--- config.mk ---
export PLATFORM = sky130hd
export DESIGN_NAME = hack_mem_responder
export DESIGN_NICKNAME = d
export VERILOG_FILES = /design/src/rtl/hack_mem_responder_pkg.sv /design/src/rtl/hack_mem_responder_per_handshake.sv /design/src/rtl/hack_mem_responder.sv
export SDC_FILE = /design/constraint.sdc
export NUM_CORES = 1
export LEC_CHECK = 0
export ABC_AREA = 1
export CELL_PAD_IN_SITES_DETAIL_PLACEMENT = 1
export CELL_PAD_IN_SITES_GLOBAL_PLACEMENT = 1
export CORE_MARGIN = 1
export CORE_UTILIZATION = 21
export DETAILED_ROUTE_END_ITERATION = 12
export PLACE_DENSITY_LB_ADDON = 0.3
export SYNTH_ARGS = -nofsm -noshare
export SYNTH_HDL_FRONTEND = slang
export SYNTH_SLANG_ARGS = --single-unit
--- constraint.sdc ---
create_clock -name clock -period 2.9 [get_ports clock]
set_clock_uncertainty 0.1 [all_clocks]
set_input_delay 0.58 -clock clock [delete_from_list [all_inputs] [get_ports clock]]
set_output_delay 0.58 -clock clock [all_outputs]
set_load 0.03 [all_outputs]
--- src/rtl/hack_mem_responder_pkg.sv ---
// Shared definitions for the Hack CPU memory responder: sequencer states,
// address region bit and the instruction bits that decide operand traffic.
package hack_mem_responder_pkg;

  typedef enum logic [2:0] {
    FETCH  = 3'd0,
    LOAD_I = 3'd1,
    PER_RD = 3'd2,
    PER_WR = 3'd3,
    RUN    = 3'd4
  } state_t;

  localparam int RAM_REGION_BIT = 14;
  localparam int C_BIT          = 15;
  localparam int A_BIT          = 12;
  localparam int DEST_M_BIT     = 3;

  // A C-instruction whose comp field uses M needs the operand read first.
  function automatic logic rd_need(input logic [15:0] instr);
    return instr[C_BIT] & instr[A_BIT];
  endfunction

  // A C-instruction with M among its destinations writes the operand back.
  function automatic logic wr_need(input logic [15:0] instr);
    return instr[C_BIT] & instr[DEST_M_BIT];
  endfunction

endpackage

--- src/rtl/hack_mem_responder_per_handshake.sv ---
// Peripheral req/ack engine. The request follows 'active' except for one
// forced idle cycle after every completion, so back-to-back transactions are
// always separated. Optional ack watchdog: HACK_MEM_RESPONDER_TIMEOUT_EN.
module hack_mem_responder_per_handshake #(
  parameter int TIMEOUT_CYCLES = 255
) (
  input  logic        clock,
  input  logic        reset_n,
  input  logic        active,
  input  logic        per_ack,
  input  logic [15:0] per_rdata,
  output logic        req,
  output logic        done,
  output logic [15:0] rdata,
  output logic        timed_out
);

`ifdef HACK_MEM_RESPONDER_TIMEOUT_EN
  localparam bit WATCHDOG_ON = 1'b1;
`else
  localparam bit WATCHDOG_ON = 1'b0;
`endif

  localparam int CNT_W = (TIMEOUT_CYCLES > 1) ? $clog2(TIMEOUT_CYCLES) : 1;

  logic             gap_q;
  logic [CNT_W-1:0] wait_cnt;
  logic             timeout_hit;

  assign req         = active & ~gap_q;
  assign timeout_hit = WATCHDOG_ON & req & ~per_ack &
                       (wait_cnt == CNT_W'(TIMEOUT_CYCLES - 1));
  assign done        = req & (per_ack | timeout_hit);
  assign rdata       = timeout_hit ? 16'h0000 : per_rdata;
  assign timed_out   = timeout_hit;

  // Force request low for the cycle after each completion.
  always_ff @(posedge clock or negedge reset_n) begin
    if (!reset_n) gap_q <= 1'b0;
    else          gap_q <= done;
  end

  // Count cycles spent waiting for ack in the current request.
  always_ff @(posedge clock or negedge reset_n) begin
    if (!reset_n)            wait_cnt <= '0;
    else if (req && !done)   wait_cnt <= wait_cnt + CNT_W'(1);
    else                     wait_cnt <= '0;
  end

endmodule

--- src/rtl/hack_mem_responder.sv ---
// Memory-side responder for the Hack CPU: fetches from ROM, waits for
// synchronous RAM data or slow peripheral transactions, and releases the CPU
// for exactly one run cycle per instruction. The peripheral ack watchdog and
// sticky error flag are enabled by HACK_MEM_RESPONDER_TIMEOUT_EN.
module hack_mem_responder
  import hack_mem_responder_pkg::*;
#(
  parameter int TIMEOUT_CYCLES = 255
) (
  input  logic        clock,
  input  logic        reset_n,
  input  logic [14:0] pc,
  input  logic [14:0] address_m,
  input  logic [15:0] out_m,
  input  logic        write_m,
  output logic [15:0] instruction,
  output logic [15:0] in_m,
  output logic        hold,
  output logic [14:0] rom_addr,
  input  logic [15:0] rom_data,
  output logic [13:0] ram_addr,
  input  logic [15:0] ram_rdata,
  output logic [15:0] ram_wdata,
  output logic        ram_we,
  output logic        per_req,
  output logic        per_we,
  output logic [14:0] per_addr,
  output logic [15:0] per_wdata,
  input  logic [15:0] per_rdata,
  input  logic        per_ack,
  output logic        error
);

  state_t      state_q, state_d;
  logic [15:0] instr_q;
  logic [15:0] rdata_q;
  logic        error_q;
  logic        per_region;
  logic        per_active;
  logic        hs_done;
  logic        hs_timed_out;
  logic [15:0] hs_rdata;

  assign per_region = address_m[RAM_REGION_BIT];
  assign per_active = (state_q == PER_RD) || (state_q == PER_WR);

  hack_mem_responder_per_handshake #(
    .TIMEOUT_CYCLES(TIMEOUT_CYCLES)
  ) per_handshake (
    .clock     (clock),
    .reset_n   (reset_n),
    .active    (per_active),
    .per_ack   (per_ack),
    .per_rdata (per_rdata),
    .req       (per_req),
    .done      (hs_done),
    .rdata     (hs_rdata),
    .timed_out (hs_timed_out)
  );

  // Sequencer state register.
  always_ff @(posedge clock or negedge reset_n) begin
    if (!reset_n) state_q <= FETCH;
    else          state_q <= state_d;
  end

  // Next state and per-state control; the LOAD_I decision looks at the word
  // arriving from ROM because instr_q only takes it at the end of that cycle.
  always_comb begin
    state_d = state_q;
    hold    = 1'b1;
    per_we  = 1'b0;
    ram_we  = 1'b0;
    case (state_q)
      FETCH:  state_d = LOAD_I;
      LOAD_I: begin
        if (per_region && rd_need(rom_data))      state_d = PER_RD;
        else if (per_region && wr_need(rom_data)) state_d = PER_WR;
        else                                      state_d = RUN;
      end
      PER_RD: begin
        if (hs_done) state_d = wr_need(instr_q) ? PER_WR : RUN;
      end
      PER_WR: begin
        per_we = 1'b1;
        if (hs_done) state_d = RUN;
      end
      RUN: begin
        hold    = 1'b0;
        ram_we  = write_m & ~per_region;
        state_d = FETCH;
      end
      default: state_d = FETCH;
    endcase
  end

  // Capture the fetched instruction and the peripheral read operand.
  always_ff @(posedge clock or negedge reset_n) begin
    if (!reset_n) begin
      instr_q <= 16'h0000;
      rdata_q <= 16'h0000;
    end else begin
      if (state_q == LOAD_I)           instr_q <= rom_data;
      if (state_q == PER_RD && hs_done) rdata_q <= hs_rdata;
    end
  end

  // Sticky timeout flag, cleared only by reset.
  always_ff @(posedge clock or negedge reset_n) begin
    if (!reset_n) error_q <= 1'b0;
    else          error_q <= error_q | hs_timed_out;
  end

  assign instruction = instr_q;
  assign in_m        = per_region ? rdata_q : ram_rdata;
  assign rom_addr    = pc;
  assign ram_addr    = address_m[RAM_REGION_BIT-1:0];
  assign ram_wdata   = out_m;
  assign per_addr    = address_m;
  assign per_wdata   = out_m;
  assign error       = error_q;

endmodule

# ---- Yosys cells after proc, flatten, opt, wreduce, memory -nomap -nowiden
# Index checks and enable logic that the tools add are counted.
dict set report word_totals {
  regBits 36
  in_bits 98
  output_inout_bits 113
}
dict set report classes {
  n_eq_ne 6
  n_mux 10
  bitwise_logic 8
  reduce_logical 6
}
# cell n
set op_table {}
lappend op_table {{16-bit two-way mux} 1}
lappend op_table {{3-bit two-way mux} 5}
lappend op_table {{3-bit case mux with 4 select lines} 1}
lappend op_table {{1-bit AND} 6}
lappend op_table {{3-bit by 2-bit == test with 1-bit output (second input constant)} 2}
lappend op_table {{2-bit inequality test (second input constant)} 2}
lappend op_table {{3-bit by 1-bit == test with 1-bit output (second input constant)} 1}
lappend op_table {{3-bit == test (second input constant)} 1}
lappend op_table {{1-bit logical AND} 3}
lappend op_table {{3-bit logical NOT} 1}
lappend op_table {{1-bit two-way mux} 3}
lappend op_table {{1-bit inverter} 2}
lappend op_table {{2-bit AND reduction} 1}
lappend op_table {{1-bit logical OR} 1}

# ---- Longest topological paths before layout
dict set report logic_depth {
  depth_word 6
  ltp_mapped 7
  mapped_depth_nobuf 7
}

# ---- By module
# A second synthesis with hierarchy kept.
dict set report hier_totals {
  hier_cells 290
  hier_area_um2 2462.4
}
# mod n_inst cells_per_inst area_per_inst_um2 seq_area_each_um2
set modules_own_cells {}
lappend modules_own_cells {hack_mem_responder 1 266 2282.2 900.9}
lappend modules_own_cells {hack_mem_responder_per_handshake 1 24 180.2 25.0}

# ---- Worst setup path after synthesis
# No wires, ideal clock.
dict set report synth_path {
  path_type {input-to-output}
  from {input address_m[14]}
  to {output ram_we}
  arrival_ns 1.694
  required_time_ns 2.220
  slack_ns 0.526
  stages 3
  path_buffers 2
  path_cell_list {clkbuf_1 -> clkbuf_1 -> nor3b_1}
}
dict set report synth_via {
  elab_chain_cells 3
}
# item line_no
set synth_lines {}
lappend synth_lines {{start, declared} hack_mem_responder.sv:13} ;# input logic [14:0] address_m,
lappend synth_lines {{1-bit inverter} hack_mem_responder.sv:90} ;# ram_we = write_m & ~per_region;
lappend synth_lines {{1-bit AND} hack_mem_responder.sv:90}
lappend synth_lines {{1-bit two-way mux} hack_mem_responder.sv:74} ;# case (state_q)
lappend synth_lines {{end, declared} hack_mem_responder.sv:24} ;# output logic ram_we,
# Every way passes these cells.

# ---- Final worst setup path
dict set report layout_path {
  from {register state_q[2]}
  to {output per_we}
}
dict set report layout_via {
  elab_chain_cells 2
}
# item line_no
set layout_lines {}
lappend layout_lines {{start, declared} hack_mem_responder.sv:34} ;# state_t state_q, state_d;
lappend layout_lines {{start signal, assigned} hack_mem_responder.sv:64} ;# else state_q <= state_d;
lappend layout_lines {{3-bit by 2-bit == test with 1-bit output} hack_mem_responder.sv:74}
lappend layout_lines {{1-bit two-way mux} hack_mem_responder.sv:74}
lappend layout_lines {{end, declared} hack_mem_responder.sv:26} ;# output logic per_we,
# Every way passes these cells.

==> out/metrics.yaml <==
power:
  power.leakage_nw: 1.296
  ir_drop_mv: 0.2888
  finalPower_w: 0.002606
  power_density_mw_per_mm2: 937.3
timing:
  fmax_mhz: 396.2
  post-route-min-period_ns: 2.524
  max_slew.worst_pin.slew_ns: 0.8370
  period_share_pct: 87.03
  hold_violations: 0
  slew_headroom_pct: 44.20
  setup_viol: 0
  slew_violations: 0
  finalSetupTns_ns: 0
  fin_ws_ns: 0.3762
  grt_setup_unrepaired: "false"
yosys:
  yosys-top-cells-count: "buf_4 (79), nand2_1 (69), dfrtp_1 (36)"
  ys_top_cells_by_area: "dfrtp_1 (41%), buf_4 (27%), nand2_1 (12%), o21ai_0 (4.3%), inv_1 (4.2%)"
  synth_edf_count: 0
  syn_inst: 289
  ys_ff_latch: 36
  synth_nets: 387
  ys_warn_count: 0
  synthesis.area_sq_mm: 0.002218
  yosysSeqAreaShare_pct: 40.61
  async_flop_share_pct: 100.0
  synth_area_per_cell_sq_um: 7.676
  synth_cell_types: 18
  ys.flop_type: "dfrtp_1"
  synth_most_common_cell: "buf_4"
  yosys.area.top_type: "dfrtp_1"
  yosys.area.top_type_share_pct: 40.61
floorplanning:
  row_count: 37
  dieArea_sq_mm: 0.01098
  io-pin-count: 211
  core_area_sq_mm: 0.01028
  initial_utilization_pct: 21.59
  die_height_microns: 104.8
  die_x_microns: 104.8
global_routing:
  grt_first_pass_wirelength_microns: 8362
  use_met2_pct: 16.41
  gr-usage-met1_pct: 11.20
  met3_usage_pct: 2.932
  grt_max_degree: 37
  busiest_layer: "met2"
  antenna_found_initial: 0
  grt_use_total_pct: 9.561
  grt_pass1_vias: 1735
  grt.overflow.total: 0
finish:
  antenna_cells: 0
  fin_util_pct: 27.05
  final_cells: 439
  drive_above_1_share_pct: 10.89
  fillCellCount: 1244
  syn2layout_area_growth_pct: 25.32
  nets: 400
cts:
  cts_tree: "built"
  hold_buffers: 0
  clockBufferDepth: 2
  ctsResizeCount: 0
  cts_sinks: 36
  clk_latency_ns: 0.28
  cts_buffers: 5
  cts.clk_slew.worst_paths_ns: 0.07
  post_cts.repair.setup_buffers: 0
  root_buffer: "clkbuf_8"
  cts-htree-levels: 2
critical_path:
  crit_path_end_kind: "primary output"
  worstSetupStartpointType: "flip-flop"
  crit_arrival_ns: 1.84
  path_class: "flip-flop to primary output"
  path_max_fanout: 4
  cp_data_required_time_ns: 2.22
place:
  pre_cts_slack_ns: 0.4322
  hpwl_microns: 3883
  dp_cells: 431
  finalWeightedCongestion: 0.7536
  port-buffer-count: 89
drt:
  drt-pass1-iter-count: 3
  num_vias: 1707
  via_per_inst: 3.888
  routed_wl_microns: 5232
  drt_iter0_drc: 29
  ant_nets: 0
  drc: 0
  post_drt_wl_per_cell_microns: 11.92
flow_run:
  drv_cap: 0
min_path:
  hold_path_class: "input pin to asynchronous set/reset pin"
outcome:
  status: "completed"
[worst paths after layout]
check,to,from,cells past startpoint,slack [ns]
worst max-delay path,per_we,state_q[2],4,0.38
worst min register to register,instruction[1],instruction[1],2,0.38
worst min-delay path,instruction[14],reset_n,1,0.30
worst max register to register,state_q[2],state_q[2],8,1.30
min in group clock,instruction[1],instruction[1],2,0.38
max in group asynchronous,state_q[0],reset_n,1,1.87
[layer usage]
layer  vias to the layer above  part of all wire (%)
met5                         -                     0
met4                         0                   1.6
met3                        19                   6.7
met2                        60                    49
met1                       800                    42
li1                        828                     -
[critical path: stages, from the launching register on]
cell,delay (ns)
dfrtp_1,0.41
inv_1,0.10
nand2_1,0.11
nor2_1,0.23
clkdlybuf4s50_1,0.72
[cell type report]
| class | instances | area [sq um] | area share (%) |
|---|---|---|---|
| clock buffer | 7 | 96.34 | 3.465 |
| inverter | 26 | 97.59 | 3.510 |
| sequential | 36 | 900.9 | 32.40 |
| timing repair buffer | 92 | 888.4 | 31.95 |
| tap | 136 | 170.2 | 6.121 |
| clock inverter | 1 | 30.03 | 1.080 |
| multi-input combinational | 141 | 596.8 | 21.47 |
[per-stage QoR]
stage	cell area (sq um)	hold WS (ns)
final	2780	0.2951
after global routing	2780	0.3694
after CTS	2780	0.3355
after detailed placement	2654	0.3653
after global placement	2654	0.3558
after floorplan	2218	0.1844
[sequential cells by signal (all words and copies together) (netlist names)]
register             cells
rdata_q                 16
per_handshake.gap_q      1
state_q                  3
instruction             16
[cell families after synthesis]
family | Yosys count | share of synthesized area (%)
DFF | 36 | 40.61
other | 1 | 0.1690
buffers and inverters | 112 | 32.49
AOI/OAI and AO/OA | 38 | 8.630
and+or+nand+nor | 102 | 18.11
[power by group]
group          total [W]  switching (W)  internal [W]
clock           0.000490       0.000187      0.000304
sequential      0.000845       0.000104      0.000741
combinational    0.00127       0.000772      0.000498
total            0.00261        0.00106       0.00154
[layout by cell type, fill, tap and decap left out, drive strengths merged]
cell type	instances
nand2	69
nor2	27
nand4	1
nand3	2
nor3	1
bufinv	1
inv	26
a21oi	18
dfrtp	36
conb	1
clkdlybuf4s50	70
nor3b	1
clkbuf	7
buf	22
o22ai	1
o21ai	19
nand3b	1
(Power assumes the default switching activity.)
